**config.mk**
```make
export PLATFORM = sky130hd
export DESIGN_NAME = hazard_stall_ctrl
export DESIGN_NICKNAME = d
export VERILOG_FILES = /design/src/rtl/hazard_stall_ctrl.sv
export SDC_FILE = /design/constraint.sdc
export NUM_CORES = 1
export LEC_CHECK = 0
export BUFFER_PORTS_ARGS = -buffer_cell sky130_fd_sc_hd__buf_2
export CELL_PAD_IN_SITES_DETAIL_PLACEMENT = 0
export CELL_PAD_IN_SITES_GLOBAL_PLACEMENT = 1
export CORE_MARGIN = 4
export CORE_UTILIZATION = 29
export DETAILED_ROUTE_END_ITERATION = 10
export GPL_ROUTABILITY_DRIVEN = 1
export PLACE_DENSITY_LB_ADDON = 0.1
export SLEW_MARGIN = 10
export SYNTH_ARGS = -nofsm -noshare
export SYNTH_HDL_FRONTEND = slang
export SYNTH_SLANG_ARGS = --single-unit
export TNS_END_PERCENT = 30
```
**constraint.sdc**
```tcl
create_clock -name clk -period 3.98 [get_ports clk]
set_input_delay 0.199 -clock clk [delete_from_list [all_inputs] [get_ports clk]]
set_output_delay 0.199 -clock clk [all_outputs]
set_load 0.005 [all_outputs]
```
**src/rtl/hazard_stall_ctrl.sv**
```systemverilog
// Pipeline stall/flush controller: combinational enables for PC, IF/ID and ID/EX,
// plus registered state, saturating event counters and a sticky stall watchdog.
module hazard_stall_ctrl #(
  parameter int CNT_W     = 16,
  parameter int MAX_STALL = 8
) (
  input  logic             clk,
  input  logic             rst,
  input  logic             stall_req_lu,
  input  logic             stall_req_beq,
  input  logic             branch_taken,
  input  logic             jump,
  input  logic             ext_hold,
  output logic             pc_write,
  output logic             if_id_write,
  output logic             if_id_flush,
  output logic             id_ex_bubble,
  output logic [1:0]       state,
  output logic [CNT_W-1:0] stall_cycles,
  output logic [CNT_W-1:0] stall_events,
  output logic [CNT_W-1:0] flush_count,
  output logic             stall_timeout
);

  typedef enum logic [1:0] {RUN = 2'd0, STALL = 2'd1, HOLD = 2'd2} state_t;

  typedef struct packed {
    logic pc_write;
    logic if_id_write;
    logic if_id_flush;
    logic id_ex_bubble;
  } ctrl_t;

  localparam int                RL_W    = $clog2(MAX_STALL + 1);
  localparam logic [RL_W-1:0]   RL_MAX  = RL_W'(MAX_STALL);
  localparam logic [RL_W-1:0]   RL_ONE  = {{(RL_W-1){1'b0}}, 1'b1};
  localparam logic [CNT_W-1:0]  CNT_ONE = {{(CNT_W-1){1'b0}}, 1'b1};

  state_t          cur, nxt;
  ctrl_t           ctrl;
  logic            hz, redir;
  logic [RL_W-1:0] run_len, run_len_nxt;
  logic            in_episode;

  assign hz    = stall_req_lu | stall_req_beq;
  assign redir = branch_taken | jump;

  function automatic logic [CNT_W-1:0] sat_inc(input logic [CNT_W-1:0] v);
    return (&v) ? v : v + CNT_ONE;
  endfunction

  // Priority: memory hold freezes everything, then hazards, then redirects.
  always_comb begin
    ctrl = '{pc_write: 1'b1, if_id_write: 1'b1, if_id_flush: 1'b0, id_ex_bubble: 1'b0};
    nxt  = RUN;
    if (ext_hold) begin
      ctrl = '{pc_write: 1'b0, if_id_write: 1'b0, if_id_flush: 1'b0, id_ex_bubble: 1'b0};
      nxt  = HOLD;
    end else if (hz) begin
      ctrl = '{pc_write: 1'b0, if_id_write: 1'b0, if_id_flush: 1'b0, id_ex_bubble: 1'b1};
      nxt  = STALL;
    end else if (redir) begin
      ctrl.if_id_flush = 1'b1;
    end
  end

  assign pc_write     = ctrl.pc_write;
  assign if_id_write  = ctrl.if_id_write;
  assign if_id_flush  = ctrl.if_id_flush;
  assign id_ex_bubble = ctrl.id_ex_bubble;
  assign state        = cur;

  always_comb begin
    run_len_nxt = run_len;
    if (!ext_hold) begin
      if (!hz)                  run_len_nxt = '0;
      else if (run_len != RL_MAX) run_len_nxt = run_len + RL_ONE;
    end
  end

  always_ff @(posedge clk or negedge rst) begin
    if (!rst) cur <= RUN;
    else      cur <= nxt;
  end

  // in_episode survives HOLD so a stall split by a memory hold stays one event.
  always_ff @(posedge clk or negedge rst) begin
    if (!rst) begin
      stall_cycles  <= '0;
      stall_events  <= '0;
      flush_count   <= '0;
      stall_timeout <= 1'b0;
      run_len       <= '0;
      in_episode    <= 1'b0;
    end else begin
      run_len <= run_len_nxt;
      if (!ext_hold) begin
        in_episode <= hz;
        if (hz) begin
          stall_cycles <= sat_inc(stall_cycles);
          if (!in_episode) stall_events <= sat_inc(stall_events);
          if (run_len_nxt == RL_MAX) stall_timeout <= 1'b1;
        end else if (redir) begin
          flush_count <= sat_inc(flush_count);
        end
      end
    end
  end

endmodule

```
# Word-level counts from Yosys, hierarchy flattened
# Index checks and enable logic that the tools add are counted.
# classes
addsub	4
n_eq_ne	2
n_mux	10
n_bitwise	8
n_reduce_logical	7
# ops
cell	n
$add 16x1->16 const B	3
$reduce_and 16->1	3
$mux 4	4
$reduce_and 4->1	2
$not 1->1	6
$reduce_and 3->1	2
$add 4x1->4 const B	1
$eq 4x4->1 const B	1
$mux 1	4
$mux 2	2
$ne 4x4->1 const B	1
$or 1x1->1	2
# word_totals
reg_bits	56
elab_cells	38

# Depth between registers and ports, before layout
# logic_depth
depth_word	6
ltp_mapped	8
mapped_depth_nobuf	7

# Least setup slack after synthesis
# Ideal clock, no wire load.
# synth_path
path_type	register to register
from	reg flush_count[0]
to	reg flush_count[9]
arrival_ns	1.728
required_time_ns	3.856
setup_slack_ns	2.128
stages_incl_launch_ff	8
n_path_buf	1
period_less_slack_ns	1.852
path_cell_list	dfrtp_1 > ha_1 > nand2_1 > or3_1 > o21a_1 > buf_6 > or4b_1 > xnor2_1
# synth_via
elab_chain_cells	3
# synth_lines
item	line_no	source
from (decl)	21	output logic [CNT_W-1:0] flush_count,
from (signal assigned)	104	flush_count <= sat_inc(flush_count);
parallel branches: the longest is 3 deep, another holds $add 16x1->16	-	
# Several ways; the timed one is not identified.
# A chain may end at the register's enable or synchronous reset.

# Worst setup path after layout
# Same ends and word-level chain as after synthesis.

==> metrics.txt <==
result of the run completed; sum of negative setup slack 0 ns; Fmax achieved 489 MHz; gr usage total 11.5%; total area of sequential cells 1400 sq um; most common cell after layout, fill and taps aside buf_2; startpoint types flop; Wirelength per Cell 14.2 um; worst slew slack as a fraction of its limit 57.0%; main combinational cell family by area after synthesis simple AND/OR/NAND/NOR gates; Ant. Diodes 0; Clk Tree Root Cell clkbuf_8; share of cell area taken by muxes after synthesis 2.09%; area of the die 10,900 sq um; filler-free cell count of the finished design 425; number of enable flip-flop cells after synthesis 0; Cell Count Post-Placement 416; insertion delay to the later sink of the worst-skew pair 0.30 ns; CTS tree yes; Rows 34; drc violations 0; synthesized instance count 250; vias per cell 4.82; worst-margin pin slew 0.646 ns; Hold Crit Class in -> reg; area growth from synthesis to layout 19.2%; vertical die dimension 104 um; antenna violations before repair 0; share of synthesized cell area in and, or, nand and nor gates 21.7%; setup fix buffers added after clock tree synthesis 0; clock transition at the registers of the reported paths 0.10 ns; warnings from Yosys 0; Post-DP HPWL 4510 um; CTS Buf Count 5; vias in the first global route 2,092; average cell area after synthesis 10.8 sq um; maximum clock insertion buffer count 2; top cell family by delay on the critical path simple AND/OR/NAND/NOR gates; slowest CP cell or4b_1; arithmetic-cell share of the synthesized area counting full adders, half adders and majority gates 2.32%; cells traversed along the worst timing path ha_1 -> nand2_1 -> or3_1 -> o21a_1 -> or4b_1 -> xnor2_1; leakage component of the power 1.52 nW; Max Fanout on Critical Path 8; setup clock skew after layout 0.00880 ns; power per cell area 448 nW/um^2; Port Buffer Count 61; number of top-level pins 62; compound-gate portion of the synthesized area 8.07%; XOR/XNOR Fraction of Synth Area 11.4%; share of synthesized registers carrying an async set or reset 100%; setup violators final 0; Syn Nets 262; first-pass GRT wire length 10,400 um; Fill cells 895; Crit. End Element flop; initial DRC count 49; width of the die 104 um; number of gates given a new drive strength after cts 0; unrepaired setup endpoints after global routing false; Final Max Tran Viols 0; required time worst endpoint 4.18 ns; total power 1.44 mW; gr ovfl total 0; worst supply voltage drop on vdd 0.188 mV; most used cells in the layout excluding fill and tap cells buf_2 (61), dfrtp_1 (56), xnor2_1 (24); TritonRoute pass-1 iters 4; number of unique standard cell types used by synthesis 44; effective utilization at floorplan 30.3%; deepest level of the CTS H-tree 2; area of combinational cells with multiple inputs 1230 sq um; most area-hungry cell type in the Yosys netlist dfrtp_1; total number of vias 2,048; placed instance area 3110 sq um; ys flop type dfrtp_1; ANT nets after route 0; GP Congestion 0.816; CTS hold repair buffers 1; classification of the worst setup path reg -> reg; Total Nets Final 328; final critical-path share of the clock period 51.4%; Floorplan Core Area 8890 sq um; synthesized area 2700 sq um; largest net degree at the start of global routing 30; count of state elements after synthesis 56; top cells by area, synth dfrtp_1 (52%), xnor2_1 (7.8%), xor2_1 (3.6%), nand4_1 (3.2%), nand3_1 (3.2%); layout cells sized above 1 25.9%; max-cap violations 0; delay of the slowest cell on the worst path 0.48 ns; routed wire length 6050 um; sequential element share of the synthesized area 52.0%; share of the synthesized area in the top cell type 52.0%; clock sinks 56; Final Hold Violating Endpoints 0; arrival time at the worst endpoint 2.25 ns; summed area of non-filler cells in the final layout 3210 sq um; shortest period the worst path allows 2.04 ns; buffers plus inverters on the worst setup path 0
[metrics by stage]
| stage | utilization (%) | setup WS [ns] | hold slack [ns] |
|---|---|---|---|
| after floorplan | - | 2.13 | -0.0966 |
| after global placement | 35.0 | 2.01 | 0.281 |
| after detailed placement | 35.0 | 1.94 | 0.271 |
| after CTS | 36.1 | 1.93 | 0.108 |
| after global routing | 36.1 | 1.79 | 0.108 |
| final | 36.1 | 1.94 | 0.129 |
[Yosys cell counts, types with 2 or more instances]
library cell / instances
nor4_1: 5
xor2_1: 11
nand4_1: 14
o21a_1: 5
nand2_1: 22
inv_1: 6
or2_1: 2
nor2_1: 17
mux2_1: 3
o211ai_1: 2
clkinv_2: 2
xnor2_1: 24
buf_6: 2
a21oi_1: 8
a31oi_1: 3
nor3_1: 6
mux2_2: 2
a41oi_1: 4
ha_1: 5
and3_1: 7
nand3_1: 17
dfrtp_1: 56
and4_1: 3
o21ai_0: 4
[worst paths after layout]
| path | startpoint | end | slack [ns] | cells after the start |
|---|---|---|---|---|
| min reg2reg | stall_timeout | stall_timeout | 0.48 | 1 |
| max | flush_count[0] | flush_count[9] | 1.94 | 6 |
| max reg2reg | flush_count[0] | flush_count[9] | 1.94 | 6 |
| max in group asynchronous | rst | flush_count[10] | 2.72 | 3 |
| min in group asynchronous | rst | stall_cycles[5] | 0.45 | 2 |
| min | ext_hold | state[1] | 0.13 | 1 |
[kinds of logic after synthesis]
kind of cell | after synthesis
adders and majority gates | 5
muxes | 5
buffers and inverters | 12
DFF | 56
AOI/OAI and AO/OA | 31
and+or+nand+nor | 106
xor gates and xnor gates | 35
[cell type report]
type	instances	area share (%)
clock buffers	6	2.57
clock inverters	2	0.312
inverters	8	1.01
flip-flops and latches	56	43.6
repair buffers	63	10.0
multi-input cells	182	38.2
well taps	108	4.21
[flip-flops by register name, indices dropped and copies added (netlist names)]
register       count
run_len            4
stall_events      16
state              2
in_episode         1
stall_cycles      16
stall_timeout      1
flush_count       16
[power breakdown]
part	total [mW]	switching, mW	internal [mW]
registers	0.790	0.125	0.665
clock network	0.319	0.180	0.139
logic	0.331	0.171	0.159
total	1.44	0.476	0.964
[worst register-to-register path: stages (launching register included)]
cell,delay [ns]
dfrtp_1,0.45
ha_1,0.25
nand2_1,0.13
or3_1,0.20
o21a_1,0.30
or4b_1,0.48
xnor2_1,0.14
[routing by layer]
metal	GRT usage (%)	up-vias	part of all wire (%)	wire length (um)
li1	-	1028	-	-
met4	3.42	0	0.94	57
met1	16.2	962	50	3030
met2	17.8	54	44	2650
met5	0	-	0	0
met3	2.48	4	5.2	312
No activity file was read; power rests on OpenSTA's default activity.
